==> config.mk <==
export PLATFORM = sky130hd
export DESIGN_NAME = acc_cpu_core
export DESIGN_NICKNAME = d
export VERILOG_FILES = /design/src/rtl/acc_cpu_pkg.sv /design/src/rtl/acc_cpu_alu.sv /design/src/rtl/acc_cpu_core.sv
export SDC_FILE = /design/constraint.sdc
export NUM_CORES = 1
export LEC_CHECK = 0
export ABC_AREA = 1
export CAP_MARGIN = 20
export CELL_PAD_IN_SITES_DETAIL_PLACEMENT = 0
export CELL_PAD_IN_SITES_GLOBAL_PLACEMENT = 2
export CORE_UTILIZATION = 31
export DETAILED_ROUTE_END_ITERATION = 10
export GPL_TIMING_DRIVEN = 0
export PLACE_DENSITY = 0.88
export RECOVER_POWER = 25
export SETUP_SLACK_MARGIN = 0.3
export SYNTH_ARGS = -nofsm -noshare
export SYNTH_HDL_FRONTEND = slang
export SYNTH_HIERARCHICAL = 1
export SYNTH_SLANG_ARGS = --single-unit
==> constraint.sdc <==
create_clock -name clk -period 3.4 [get_ports clk]
set_input_delay 0.68 -clock clk [delete_from_list [all_inputs] [get_ports clk]]
set_output_delay 0.68 -clock clk [all_outputs]
set_load 0.01 [all_outputs]
==> src/rtl/acc_cpu_pkg.sv <==
// acc_cpu_pkg: opcodes, SKIPCOND condition codes and FSM state encoding shared by acc_cpu_core and acc_cpu_alu
package acc_cpu_pkg;
  localparam logic [3:0] OP_HALT = 4'h0, OP_ADD = 4'h1, OP_SUBT = 4'h2, OP_LOAD = 4'h3, OP_STORE = 4'h4,
    OP_SKIPCOND = 4'h6, OP_JUMP = 4'h7, OP_CLEAR = 4'h8, OP_ADDI = 4'h9, OP_JUMPI = 4'hA;
  localparam logic [1:0] SK_NEG = 2'b00, SK_ZERO = 2'b01, SK_POS = 2'b10;
  typedef enum logic [2:0] {S_IDLE, S_FETCH, S_DECODE, S_EXEC_RD, S_EXEC_WR, S_INDIR, S_HALT} state_t;
  function automatic logic base_op(input logic [3:0] op);
    return op inside {OP_HALT, OP_ADD, OP_SUBT, OP_LOAD, OP_STORE, OP_SKIPCOND, OP_JUMP, OP_CLEAR};
  endfunction
endpackage

==> src/rtl/acc_cpu_alu.sv <==
// acc_cpu_alu: accumulator arithmetic (LOAD/ADD/SUBT/ADDI) and SKIPCOND evaluation, purely combinational
module acc_cpu_alu import acc_cpu_pkg::*; #(
  parameter int DATA_W = 16
) (
  input  logic [3:0]        op,
  input  logic [1:0]        cond,
  input  logic [DATA_W-1:0] acc,
  input  logic [DATA_W-1:0] rdata,
  output logic [DATA_W-1:0] result,
  output logic              skip
);
  logic neg, zero;
  always_comb begin
    neg = acc[DATA_W-1];
    zero = acc == '0;
    result = op == OP_LOAD ? rdata : op == OP_SUBT ? acc - rdata : acc + rdata;
    skip = cond == SK_NEG ? neg : cond == SK_ZERO ? zero : cond == SK_POS ? !neg && !zero : 1'b0;
  end
endmodule

==> src/rtl/acc_cpu_core.sv <==
// acc_cpu_core: multi-cycle accumulator CPU with a single-outstanding req/ready memory port.
// Defining ACC_CPU_INDIRECT_EN adds ADDI/JUMPI through the INDIR pointer-read state.
module acc_cpu_core import acc_cpu_pkg::*; #(
  parameter int ADDR_W = 12,
  parameter int DATA_W = 16,
  parameter logic [ADDR_W-1:0] RESET_PC = '0
) (
  input  logic              clk,
  input  logic              rst,
  input  logic              run,
  output logic              mem_req,
  output logic              mem_we,
  output logic [ADDR_W-1:0] mem_addr,
  output logic [DATA_W-1:0] mem_wdata,
  input  logic [DATA_W-1:0] mem_rdata,
  input  logic              mem_ready,
  output logic              halted,
  output logic              illegal,
  output logic [ADDR_W-1:0] pc_out,
  output logic [DATA_W-1:0] acc_out
);
  state_t state, next;
  logic [ADDR_W-1:0] pc;
  logic [DATA_W-1:0] ir, acc, result;
  logic [3:0] opcode;
  logic [ADDR_W-1:0] operand;
  logic ill, legal, ind_op, skip;
  assign opcode = ir[DATA_W-1 -: 4];
  assign operand = ir[ADDR_W-1:0];
`ifdef ACC_CPU_INDIRECT_EN
  assign ind_op = opcode inside {OP_ADDI, OP_JUMPI};
`else
  assign ind_op = 1'b0;
`endif
  assign legal = base_op(opcode) || ind_op;
  acc_cpu_alu #(.DATA_W(DATA_W)) u_alu (
    .op(opcode), .cond(operand[ADDR_W-1 -: 2]), .acc(acc), .rdata(mem_rdata), .result(result), .skip(skip)
  );
  always_ff @(posedge clk or negedge rst)
    if (!rst) state <= S_IDLE;
    else state <= next;
  always_comb begin
    next = state;
    case (state)
      S_IDLE:    next = run ? S_FETCH : S_IDLE;
      S_FETCH:   next = mem_ready ? S_DECODE : S_FETCH;
      S_DECODE:  next = !legal || opcode == OP_HALT ? S_HALT :
                        opcode inside {OP_ADD, OP_SUBT, OP_LOAD} ? S_EXEC_RD :
                        opcode == OP_STORE ? S_EXEC_WR :
                        ind_op ? S_INDIR : S_FETCH;
      S_EXEC_RD: next = mem_ready ? S_FETCH : S_EXEC_RD;
      S_EXEC_WR: next = mem_ready ? S_FETCH : S_EXEC_WR;
`ifdef ACC_CPU_INDIRECT_EN
      S_INDIR:   next = !mem_ready ? S_INDIR : opcode == OP_ADDI ? S_EXEC_RD : S_FETCH;
`endif
      default:   next = S_HALT;
    endcase
  end
  always_comb begin
    mem_req = state inside {S_FETCH, S_EXEC_RD, S_EXEC_WR, S_INDIR};
    mem_we = state == S_EXEC_WR;
    mem_addr = state == S_FETCH ? pc : mem_req ? operand : '0;
    mem_wdata = mem_we ? acc : '0;
  end
  // INDIR overwrites the IR operand with the fetched pointer so EXEC_RD can reuse its address path
  always_ff @(posedge clk or negedge rst)
    if (!rst) begin
      pc <= RESET_PC;
      ir <= '0;
      acc <= '0;
      ill <= 1'b0;
    end else begin
      case (state)
        S_FETCH: if (mem_ready) begin
          ir <= mem_rdata;
          pc <= pc + ADDR_W'(1);
        end
        S_DECODE: begin
          pc <= opcode == OP_JUMP ? operand : opcode == OP_SKIPCOND && skip ? pc + ADDR_W'(1) : pc;
          acc <= opcode == OP_CLEAR ? '0 : acc;
          ill <= ill || !legal;
        end
        S_EXEC_RD: if (mem_ready) acc <= result;
`ifdef ACC_CPU_INDIRECT_EN
        S_INDIR: if (mem_ready) begin
          if (opcode == OP_JUMPI) pc <= mem_rdata[ADDR_W-1:0];
          else ir[ADDR_W-1:0] <= mem_rdata[ADDR_W-1:0];
        end
`endif
        default: ;
      endcase
    end
  assign halted = state == S_HALT;
  assign illegal = ill;
  assign pc_out = pc;
  assign acc_out = acc;
endmodule

==> results.md, run 1 <==
- CTS H-tree lvls: 2
- CP Capture Type: primary output
- Maximum number of pins on one net before global-route repair: 38
- Cell Count Post-Placement: 926
- Total detailed-routing wirelength: 13,600 um
- Maximum achievable frequency: 340 MHz
- Count of TritonRoute iterations in the first routing pass: 4
- Post-synthesis net count: 704
- TritonCTS clock tree: yes
- Fraction of synthesized cell area taken by the top area cell type: 27.5%
- Number of DRC violations after detailed routing: 0
- Total power divided by cell area: 234 nW/um2
- Post-synthesis instance area: 4370 um2
- Number of register bits inferred by synthesis: 48
- # Max-Cap Violations: 1
- Worst path cell trace: buf_6 > o21ai_1 > clkbuf_4 > nand3_1 > o21ai_0 > clkdlybuf4s50_1
- Amount of wire on met3 after detailed routing: 299 um
- Post-DP HPWL: 10,600 um
- Final Setup Violations: 0
- Clock slew seen by the registers of the worst setup and hold paths: 70 ps
- Worst R2R Setup Slack: 660 ps
- Worst slew pin tran: 1840 ps
- Post-placement cell area: 5400 um2
- Average size of a mapped cell: 6.57 um2
- Clock sink total: 48
- Full die area: 14,600 um2
- Count of nets after finishing: 794
- Deepest clock path buffer count: 2
- Run status: complete, but fails checks
- Worst setup slack before clock tree synthesis: -284 ps
- Inserted Diodes: 0
- Arr. time, crit path: 2260 ps
- IO buf count: 79
- Synth warnings: 6
- Class of the most critical hold timing path: in2async
- Dominant cell type by area after synthesis: sky130_fd_sc_hd__dfrtp_1
- Total of hold buffers inserted after clock tree synthesis: 0
- Die W: 121 um
- Vias in the first global route: 4,269
- Initial antenna violation count: 0
- Hold Slack: 397 ps
- Standard cell core area: 13,800 um2
- Remaining antenna violation count after routing: 0
- Critical path data required time: 2720 ps
- Top-level port count: 80
- Sort of element at the start of the critical path: register
- Vias per Instance: 4.69
- Detailed Route Iter0 Violations: 206
- Final setup margin: 461 ps
- Row Count: 43
- Design area: 5720 um2
- Clock root buffer: sky130_fd_sc_hd__clkbuf_16
- Startpoint of the worst register-to-register path: ir[12]
- Final global-route overflow total: 0
- TritonCTS buffer count: 5
- Prevailing post-synth register cell: sky130_fd_sc_hd__dfrtp_1
- Most common library cell in the layout ignoring fill and taps: sky130_fd_sc_hd__nand2_1
- Reg-to-Reg End: acc_out[14]
- Final critical path time including I/O delays and setup: 2940 ps
- Top library cells by usage in the layout, fill and taps aside: sky130_fd_sc_hd__nand2_1, sky130_fd_sc_hd__inv_1, sky130_fd_sc_hd__nor2_1
- Proportion of synthesized chip area in sequential cells: 27.5%
- Finished Layout Cells: 937
- Area delta synth->final: 30.9%
- Final Wtd Congestion: 0.840
- Max Fanout on Critical Path: 10
- First-pass GRT wire length: 21,900 um
- Topmost layer with routed signal wires: met4
- Overall power of the completed layout: 1.34 mW
- Fraction of registers with async set/reset: 100%
- Skew final: 4.55 ps
- CP peak stage delay: 570 ps
- Number of enable flip-flop cells after synthesis: 0
- Vertical die dimension: 121 um
- Number of vias in the routed layout: 4,399
- Routed wire per std cell: 14.5 um
- Main area contributors after synthesis: sky130_fd_sc_hd__dfrtp_1, sky130_fd_sc_hd__nand2_1, sky130_fd_sc_hd__inv_1
- Gate count of the mapped netlist: 666
- Worst max-slew margin expressed relative to the limit: -22.8%
- Violated checks: max-capacitance violations, max-slew violations
- Clock latency reported for the late side of the worst-skew pair: 310 ps
- Length of routed met2 wiring: 6710 um
- Slowest library cell on the worst path: sky130_fd_sc_hd__clkdlybuf4s50_1
- Worst r2r path cells: 17
- Final cycle utilization of the critical path: 86.4%
- Worst Setup Path Type: reg2out
- Fin. Hold Viols: 0
- Initial standard-cell utilization of the core: 31.6%
- Fraction of final layout cells with drive strength greater than 1: 14.5%
- Final count of pins violating max slew: 38
- Leak: 2.85 nW
- Worst vdd rail ir drop: 0.175 mV
- Yosys cell types: 46
- Global-route total usage across every layer: 19.4%
- RSZ-0062 raised after global routing: false
- Met1 wire length: 6300 um
metal layers:
layer,vias to the layer above,GRT usage (%)
met5,-,0
met4,0,6.48
met3,15,2.03
met2,68,34.5
met1,2030,24.2
li1,2286,-
cell usage after synthesis, types with 2 or more instances:
library cell               count
sky130_fd_sc_hd__a21oi_1      26
sky130_fd_sc_hd__and3_1        2
sky130_fd_sc_hd__buf_2         5
sky130_fd_sc_hd__buf_6         7
sky130_fd_sc_hd__clkbuf_8      2
sky130_fd_sc_hd__dfrtp_1      48
sky130_fd_sc_hd__ha_1         17
sky130_fd_sc_hd__inv_1        97
sky130_fd_sc_hd__inv_2         9
sky130_fd_sc_hd__inv_4         2
sky130_fd_sc_hd__mux2_4        3
sky130_fd_sc_hd__nand2_1     186
sky130_fd_sc_hd__nand2_2       8
sky130_fd_sc_hd__nand2_4       3
sky130_fd_sc_hd__nand3_1      62
sky130_fd_sc_hd__nand3_2       2
sky130_fd_sc_hd__nand3b_1      3
sky130_fd_sc_hd__nand4_1       7
sky130_fd_sc_hd__nand4_4       2
sky130_fd_sc_hd__nor2_1       79
sky130_fd_sc_hd__nor2_2        2
sky130_fd_sc_hd__nor3_1        3
sky130_fd_sc_hd__o211ai_1      2
sky130_fd_sc_hd__o21ai_0      29
sky130_fd_sc_hd__o21ai_1       9
sky130_fd_sc_hd__o21ai_2      11
sky130_fd_sc_hd__o21ai_4       2
sky130_fd_sc_hd__o21bai_1      2
sky130_fd_sc_hd__or2_2         2
sky130_fd_sc_hd__xnor2_1       5
sky130_fd_sc_hd__xor2_1       14
cell type report:
class                           instances  area [um2]
Buffer                                 15         138
Sequential cell                        48        1200
Inverter                              108         410
Tap cell                              180         225
Multi-Input combinational cell        495        2760
Clock inverter                          3        46.3
Fill cell                            1444        8100
Clock buffer                            5         125
Timing Repair Buffer                   83         821
logic make-up (layout without fill, tap and decap cells):
logic type	after synthesis	after routing	synth area share, %
AND/OR/NAND/NOR	366	366	37.4
XOR/XNOR	19	19	3.81
buffers and inverters	123	214	12.5
multiplexers	4	4	1.29
AO/OA/AOI/OAI	88	88	12.2
flip-flops	48	48	27.5
adder cells (fa/ha/maj)	18	18	5.32
per-stage QoR:
step / TNS, ps / util, %
after CTS: 0 / 40.6
after detailed placement: -1630 / 39.1
after global routing: 0 / 41.4
final: 0 / 41.4
after floorplan: 0 / -
after global placement: -1260 / 39.0
report_power, final:
group / internal (mW) / total [mW] / switching [mW]
clock: 0.351 / 0.609 / 0.258
combinational: 0.0598 / 0.160 / 0.100
sequential: 0.570 / 0.570 / 0
total: 0.981 / 1.34 / 0.358
critical path, delay by kind of cell, from the launching register on:
family,cells,cell delay [ps]
flip-flops,1,380
AO/OA/AOI/OAI,2,440
AND/OR/NAND/NOR,1,90
buffers and inverters,3,1040
registers in the layout, summed over array words and instances, names as in the netlist:
register  count
acc_out      16
illegal       1
ir           16
pc_out       12
state         3
worst max-delay path by stage:
stage	from	cells after the start	slack, ps	endpoint
2_1_floorplan	mem_rdata[0]	20	630	acc_out[13]
3_3_place_gp	mem_rdata[0]	21	-260	acc_out[13]
3_5_place_dp	mem_rdata[0]	21	-280	acc_out[13]
4_1_cts	mem_rdata[5]	19	320	acc_out[14]
5_1_grt	rst	2	250	acc_out[12]
6_report	state[1]	6	460	mem_addr[4]
timing repair:
action,CTS,global route
gates resized for setup,9,44
cloned,0,0
pin swaps,3,15
buffers inserted,1,2
endpoints found under the setup margin,9,13
(Power assumes the default switching activity.)
==> run 2: changes to the inputs <==
Settings changed: GPL_ROUTABILITY_DRIVEN set to 0.
==> results of run 2 <==
Final layout, timing and power as in run 1 (identical DEF).
